`src/rtl/anfsqrt_pkg.sv`:
```
// Shared widths and the chaining record for the binary-search square-root stage.
package anfsqrt_pkg;

    localparam int WIDTH    = 32;
    localparam int WIDTH_C  = WIDTH + 1;
    localparam int WIDTH_SQ = 2 * WIDTH + 2;

    // One iteration's state, as handed from one stage to the next.
    typedef struct packed {
        logic [WIDTH-1:0] att;
        logic [WIDTH-1:0] eps;
        logic [WIDTH-1:0] res;
    } sqrt_triple_t;

endpackage

```
`src/rtl/anfsqrt_sqrtiu_if.sv`:
```
// Input/output triple bundle of one sqrt iteration stage; slave is the stage side.
interface anfsqrt_sqrtiu_if #(
    parameter int WIDTH = 32
) ();

    logic             in_valid;
    logic [WIDTH-1:0] prev_att;
    logic [WIDTH-1:0] prev_eps;
    logic [WIDTH-1:0] prev_res;
    logic             out_valid;
    logic [WIDTH-1:0] this_att;
    logic [WIDTH-1:0] this_eps;
    logic [WIDTH-1:0] this_res;

    modport slave (
        input  in_valid, prev_att, prev_eps, prev_res,
        output out_valid, this_att, this_eps, this_res
    );

    modport master (
        output in_valid, prev_att, prev_eps, prev_res,
        input  out_valid, this_att, this_eps, this_res
    );

endinterface

```
`src/rtl/anfsqrt_sq_le.sv`:
```
// Combinational trial: cand = res + eps, accept when eps != 0 and cand^2 <= att.
module anfsqrt_sq_le
    import anfsqrt_pkg::*;
#(
    parameter int W = anfsqrt_pkg::WIDTH
) (
    input  logic [W-1:0] att_i,
    input  logic [W-1:0] eps_i,
    input  logic [W-1:0] res_i,
    output logic [W:0]   cand_o,
    output logic         accept_o
);

    logic [W:0]     cand_s;
    logic [2*W+1:0] cand_ext_s;
    logic [2*W+1:0] sq_s;
    logic [2*W+1:0] att_ext_s;

    // The carry bit is kept so an overflowing candidate squares past any radicand.
    always_comb begin
        cand_s     = {1'b0, res_i} + {1'b0, eps_i};
        cand_ext_s = {{(W+1){1'b0}}, cand_s};
        sq_s       = cand_ext_s * cand_ext_s;
        att_ext_s  = {{(W+2){1'b0}}, att_i};
        accept_o   = (eps_i != {W{1'b0}}) && (sq_s <= att_ext_s);
        cand_o     = cand_s;
    end

endmodule

```
`src/rtl/anfsqrt_sqrtiu.sv`:
```
// One registered iteration of a bit-serial integer square root; chainable or self-fed.
module anfsqrt_sqrtiu
    import anfsqrt_pkg::*;
#(
    parameter int WIDTH = anfsqrt_pkg::WIDTH
) (
    input  logic            clk,
    input  logic            rst_n,
    anfsqrt_sqrtiu_if.slave bus
);

    logic [WIDTH:0]   cand_s;
    logic             accept_s;

    logic             valid_q, valid_d;
    logic [WIDTH-1:0] att_q,   att_d;
    logic [WIDTH-1:0] eps_q,   eps_d;
    logic [WIDTH-1:0] res_q,   res_d;

    anfsqrt_sq_le #(
        .W (WIDTH)
    ) u_sq_le (
        .att_i    (bus.prev_att),
        .eps_i    (bus.prev_eps),
        .res_i    (bus.prev_res),
        .cand_o   (cand_s),
        .accept_o (accept_s)
    );

    // Next iteration on a valid input; otherwise hold the triple and drop valid.
    always_comb begin
        valid_d = 1'b0;
        att_d   = att_q;
        eps_d   = eps_q;
        res_d   = res_q;
        if (bus.in_valid) begin
            valid_d = 1'b1;
            att_d   = bus.prev_att;
            eps_d   = bus.prev_eps >> 1;
            if (accept_s) begin
                res_d = cand_s[WIDTH-1:0];
            end else begin
                res_d = bus.prev_res;
            end
        end else begin
            valid_d = 1'b0;
        end
    end

    // Output registers; reset clears everything without waiting for a clock.
    always_ff @(posedge clk or negedge rst_n) begin
        if (!rst_n) begin
            valid_q <= 1'b0;
            att_q   <= {WIDTH{1'b0}};
            eps_q   <= {WIDTH{1'b0}};
            res_q   <= {WIDTH{1'b0}};
        end else begin
            valid_q <= valid_d;
            att_q   <= att_d;
            eps_q   <= eps_d;
            res_q   <= res_d;
        end
    end

    assign bus.out_valid = valid_q;
    assign bus.this_att  = att_q;
    assign bus.this_eps  = eps_q;
    assign bus.this_res  = res_q;

endmodule

```
`src/flat_wrapper.sv`:
```
// flat-port wrapper written by rule: the top's interface ports become plain ports
module anfsqrt_sqrtiu_flat import anfsqrt_pkg::*;
#(
    parameter int WIDTH = anfsqrt_pkg::WIDTH
)
  (clk, rst_n, bus_in_valid, bus_prev_att, bus_prev_eps, bus_prev_res, bus_out_valid, bus_this_att, bus_this_eps, bus_this_res);
  anfsqrt_sqrtiu_if #(.WIDTH(WIDTH)) bus_i ();
  input  logic clk;
  input  logic rst_n;
  input wire logic [$bits(bus_i.in_valid)-1:0] bus_in_valid;
  input wire logic [$bits(bus_i.prev_att)-1:0] bus_prev_att;
  input wire logic [$bits(bus_i.prev_eps)-1:0] bus_prev_eps;
  input wire logic [$bits(bus_i.prev_res)-1:0] bus_prev_res;
  output wire logic [$bits(bus_i.out_valid)-1:0] bus_out_valid;
  output wire logic [$bits(bus_i.this_att)-1:0] bus_this_att;
  output wire logic [$bits(bus_i.this_eps)-1:0] bus_this_eps;
  output wire logic [$bits(bus_i.this_res)-1:0] bus_this_res;
  assign bus_i.in_valid = bus_in_valid;
  assign bus_i.prev_att = bus_prev_att;
  assign bus_i.prev_eps = bus_prev_eps;
  assign bus_i.prev_res = bus_prev_res;
  assign bus_out_valid = bus_i.out_valid;
  assign bus_this_att = bus_i.this_att;
  assign bus_this_eps = bus_i.this_eps;
  assign bus_this_res = bus_i.this_res;
  anfsqrt_sqrtiu #(.WIDTH(WIDTH)) u_core (.clk(clk), .rst_n(rst_n), .bus(bus_i));
endmodule
```
`config.mk`:
```
export PLATFORM = sky130hd
export DESIGN_NAME = anfsqrt_sqrtiu_flat
export DESIGN_NICKNAME = d
export VERILOG_FILES = /design/src/rtl/anfsqrt_pkg.sv /design/src/rtl/anfsqrt_sqrtiu_if.sv /design/src/rtl/anfsqrt_sq_le.sv /design/src/rtl/anfsqrt_sqrtiu.sv /design/src/flat_wrapper.sv
export SDC_FILE = /design/constraint.sdc
export NUM_CORES = 2
export LEC_CHECK = 0
export BUFFER_PORTS_ARGS = -buffer_cell sky130_fd_sc_hd__buf_2
export CAP_MARGIN = 10
export CORE_MARGIN = 3
export CORE_UTILIZATION = 40
export DETAILED_ROUTE_END_ITERATION = 7
export PLACE_DENSITY = 0.67
export RECOVER_POWER = 100
export SLEW_MARGIN = 20
export SYNTH_ARGS = -nofsm -noshare
export SYNTH_HDL_FRONTEND = slang
export SYNTH_SLANG_ARGS = --single-unit
```
`constraint.sdc`:
```
create_clock -name clk -period 2.1 [get_ports clk]
set_input_delay 0.315 -clock clk [delete_from_list [all_inputs] [get_ports clk]]
set_output_delay 0.315 -clock clk [all_outputs]
set_load 0.05 [all_outputs]
```
==> results_dict.tcl <==
set metrics [dict create \
    ios 196 \
    cts_buffers 9 \
    dpl.hpwl_mm 110.8 \
    antenna_found_initial 5 \
    async_reset_ff_share_pct 100.0 \
    worst_slack_ns -9.624 \
    layout-drive-gt1-share_pct 25.74 \
    insertion_delay_ns 0.35 \
    synthMuxAreaShare_pct 2.123 \
    drtIter0Drc 2029 \
    cpMostUsedCell "fa_1" \
    synth_top_family_by_area "adder cells" \
    yosys_warnings 0 \
    critPathKind "input port to register" \
    syn_area_per_cell_um2 9.140 \
    cts_tree "yes" \
    synth.top_cells.by_count "1159 x inv_1, 864 x fa_1, 353 x nand2_1" \
    cp-end-kind "register" \
    grt_max_degree 61 \
    grt_pass1_vias 34220 \
    hold_end "u_core.bus.this_att[19]" \
    placed_area_um2 45900 \
    synth-seq-area-share_pct 6.532 \
    synth_seq_cells 96 \
    r2r_slack_ns 1.15 \
    finalNonFillerCells 6179 \
    synth_flop_cell "dfrtp_1" \
    fin_crit_ns 11.72 \
    syn_area_um2 36780 \
    wl_per_cell_um 20.81 \
    fin_area_um2 47330 \
    overflow 0 \
    routed_wl_mm 128.6 \
    viasPerCell 5.109 \
    fin_tns_setup_ns -304.77 \
    synth_fp_nets 5313 \
    crit_path_start_kind "input port" \
    clock_path_buffers 2 \
    synth.most_common_cell "inv_1" \
    hold_violations 0 \
    grt_pass1_wl_mm 197.5 \
    critPathMaxFanout 6 \
    synth-simple-area-share_pct 10.60 \
    synth.distinct_cells 80 \
    detail-route-antenna-nets 0 \
    synth_top_area_cell "fa_1" \
    cpPeakStageDelay_ns 0.58 \
    initial_core_util_pct 40.61 \
    reg2reg_from "u_core.bus.this_res[7]" \
    place.gp.congestion 0.9870 \
    worst_slew_pin_slew_ns 1.067 \
    relSlewSlack_pct 28.89 \
    min_path_cells 2 \
    clkTransAtPathRegs_ns 0.08 \
    hold_start "bus_prev_att[19]" \
    cp.required_ns 2.35 \
    drtPass1Iterations 5 \
    grt_usage_pct 27.32 \
    num_vias 31570 \
    worstHoldPathType "input port to register" \
    rows 110 \
    rsz0062_at_grt "true" \
    synthTopCellsByArea "fa_1 47%, inv_1 12%, ha_1 11%" \
    violations "negative setup slack" \
    syn_inst 4024 \
    fin_nets 6281 \
    die_w_um 309.2 \
    synth_top_cell_area_share_pct 47.03 \
    synth_edf_count 0 \
    finalSetupViolations 32 \
    period_share_pct 558.3 \
    drc_errors 0 \
    status "complete, but fails checks" \
    core_um2 90560 \
    report.final.slew_viol_count 0 \
    h-tree-depth 3 \
    area_growth_pct 28.69 \
    synth_xor_area_share_pct 1.857 \
    die_area_um2 95620 \
    cts.root.buffer_cell "clkbuf_16" \
    utilization_pct 52.26 \
    cp.arrival_ns 11.97 \
    max_cap_viol_count 0 \
    numPortBuffers 194 \
    synthAdderAreaFrac_pct 58.12 \
    slowest_stage "fa_1" \
    worstReg2RegEnd "u_core.bus.this_res[7]" \
    die_h_um 309.2 \
    dp.cells 6109 \
    ff2ff_path_depth 1 \
    cts.sinks 96 \
    synth_compound_area_share_pct 7.287 \
    fmax_mhz 85.30 \
    clock_skew_ns 0 \
]
worst max path at each step:
stage	start	endpoint	slack (ns)	depth (start not counted)
3_3_place_gp	bus_prev_eps[0]	u_core.bus.this_res[7]	-10.14	48
3_5_place_dp	bus_prev_eps[0]	u_core.bus.this_res[19]	-10.26	48
2_1_floorplan	bus_prev_res[0]	u_core.bus.this_res[20]	-9.10	54
6_report	bus_prev_eps[0]	u_core.bus.this_res[23]	-9.62	53
5_1_grt	bus_prev_res[0]	u_core.bus.this_res[23]	-9.97	55
4_1_cts	bus_prev_eps[0]	u_core.bus.this_res[16]	-9.63	52
final cells by class:
cell class	instances	area [um^2]
sequential	96	2402
tap	1176	1471
fill	8267	43230
antenna	6	15.01
inverter	1171	4400
clock buffer	10	229.0
multi-input combinational	2615	30560
timing repair buffer	1099	8158
clock inverter	6	95.09
registers in the layout, summed over array words and instances, names as in the netlist:
register              cells
u_core.bus.out_valid      1
u_core.bus.this_att      32
u_core.bus.this_eps      31
u_core.bus.this_res      32
critical path: cells and delay by family:
kind            cells  cell delay [ns]
fa+ha+maj          12             4.97
xor+xnor            2             0.27
simple gates       13             2.26
compound gates     14             2.87
buf+inv            12             1.30
stage by stage:
step                setup WS (ns)  hold slack [ns]
detailed placement         -10.26           0.3141
global route               -9.970           0.1974
floorplan                  -9.104          0.01941
finish                     -9.624           0.1994
global placement           -10.14           0.3121
CTS                        -9.629           0.1942
layer usage:
metal / track usage, % / routed length (um)
met3: 4.642 / 10170
met4: 13.20 / 7800
met2: 44.78 / 60380
met1: 35.34 / 50210
met5: 0 / 13
layout by cell type (no fill, tap or decap), types with 24 or more instances in the layout:
cell | Yosys | routed
a21oi_1 | 103 | 94
nor2_1 | 297 | 280
nor3_1 | 49 | 32
fa_1 | 864 | 857
ha_1 | 326 | 308
nand2_1 | 353 | 346
a21o_1 | 60 | 60
nand3_1 | 32 | 24
xnor2_1 | 56 | 36
mux2_2 | 64 | 64
inv_1 | 1159 | 1137
o21ai_0 | 51 | 39
buf_4 | 1 | 858
nand4_1 | 26 | 26
a211o_1 | 30 | 30
buf_12 | 0 | 27
dfrtp_1 | 96 | 96
buf_2 | 7 | 94
nand2b_1 | 25 | 24
clkbuf_1 | 126 | 99
cells by family (layout without fill, tap and decap cells):
logic type / Yosys count / count (layout)
and+or+nand+nor: 884 / 884
DFF: 96 / 96
AOI/OAI and AO/OA: 392 / 392
other: 1 / 7
adders and majority gates: 1190 / 1190
muxes: 70 / 70
xor gates and xnor gates: 78 / 78
buffers and inverters: 1313 / 2286
what timing repair did:
action,in CTS,in global routing
pin swaps,10,88
gates resized for setup,48,122
cloned,4,4
hold buffers,1,0
setup buffers,17,22
setup endpoints to repair,32,32
hold endpoints to repair,34,0
Power is not shown: default switching activity piles up to over one toggle a cycle in this logic, so the estimate is an artifact.
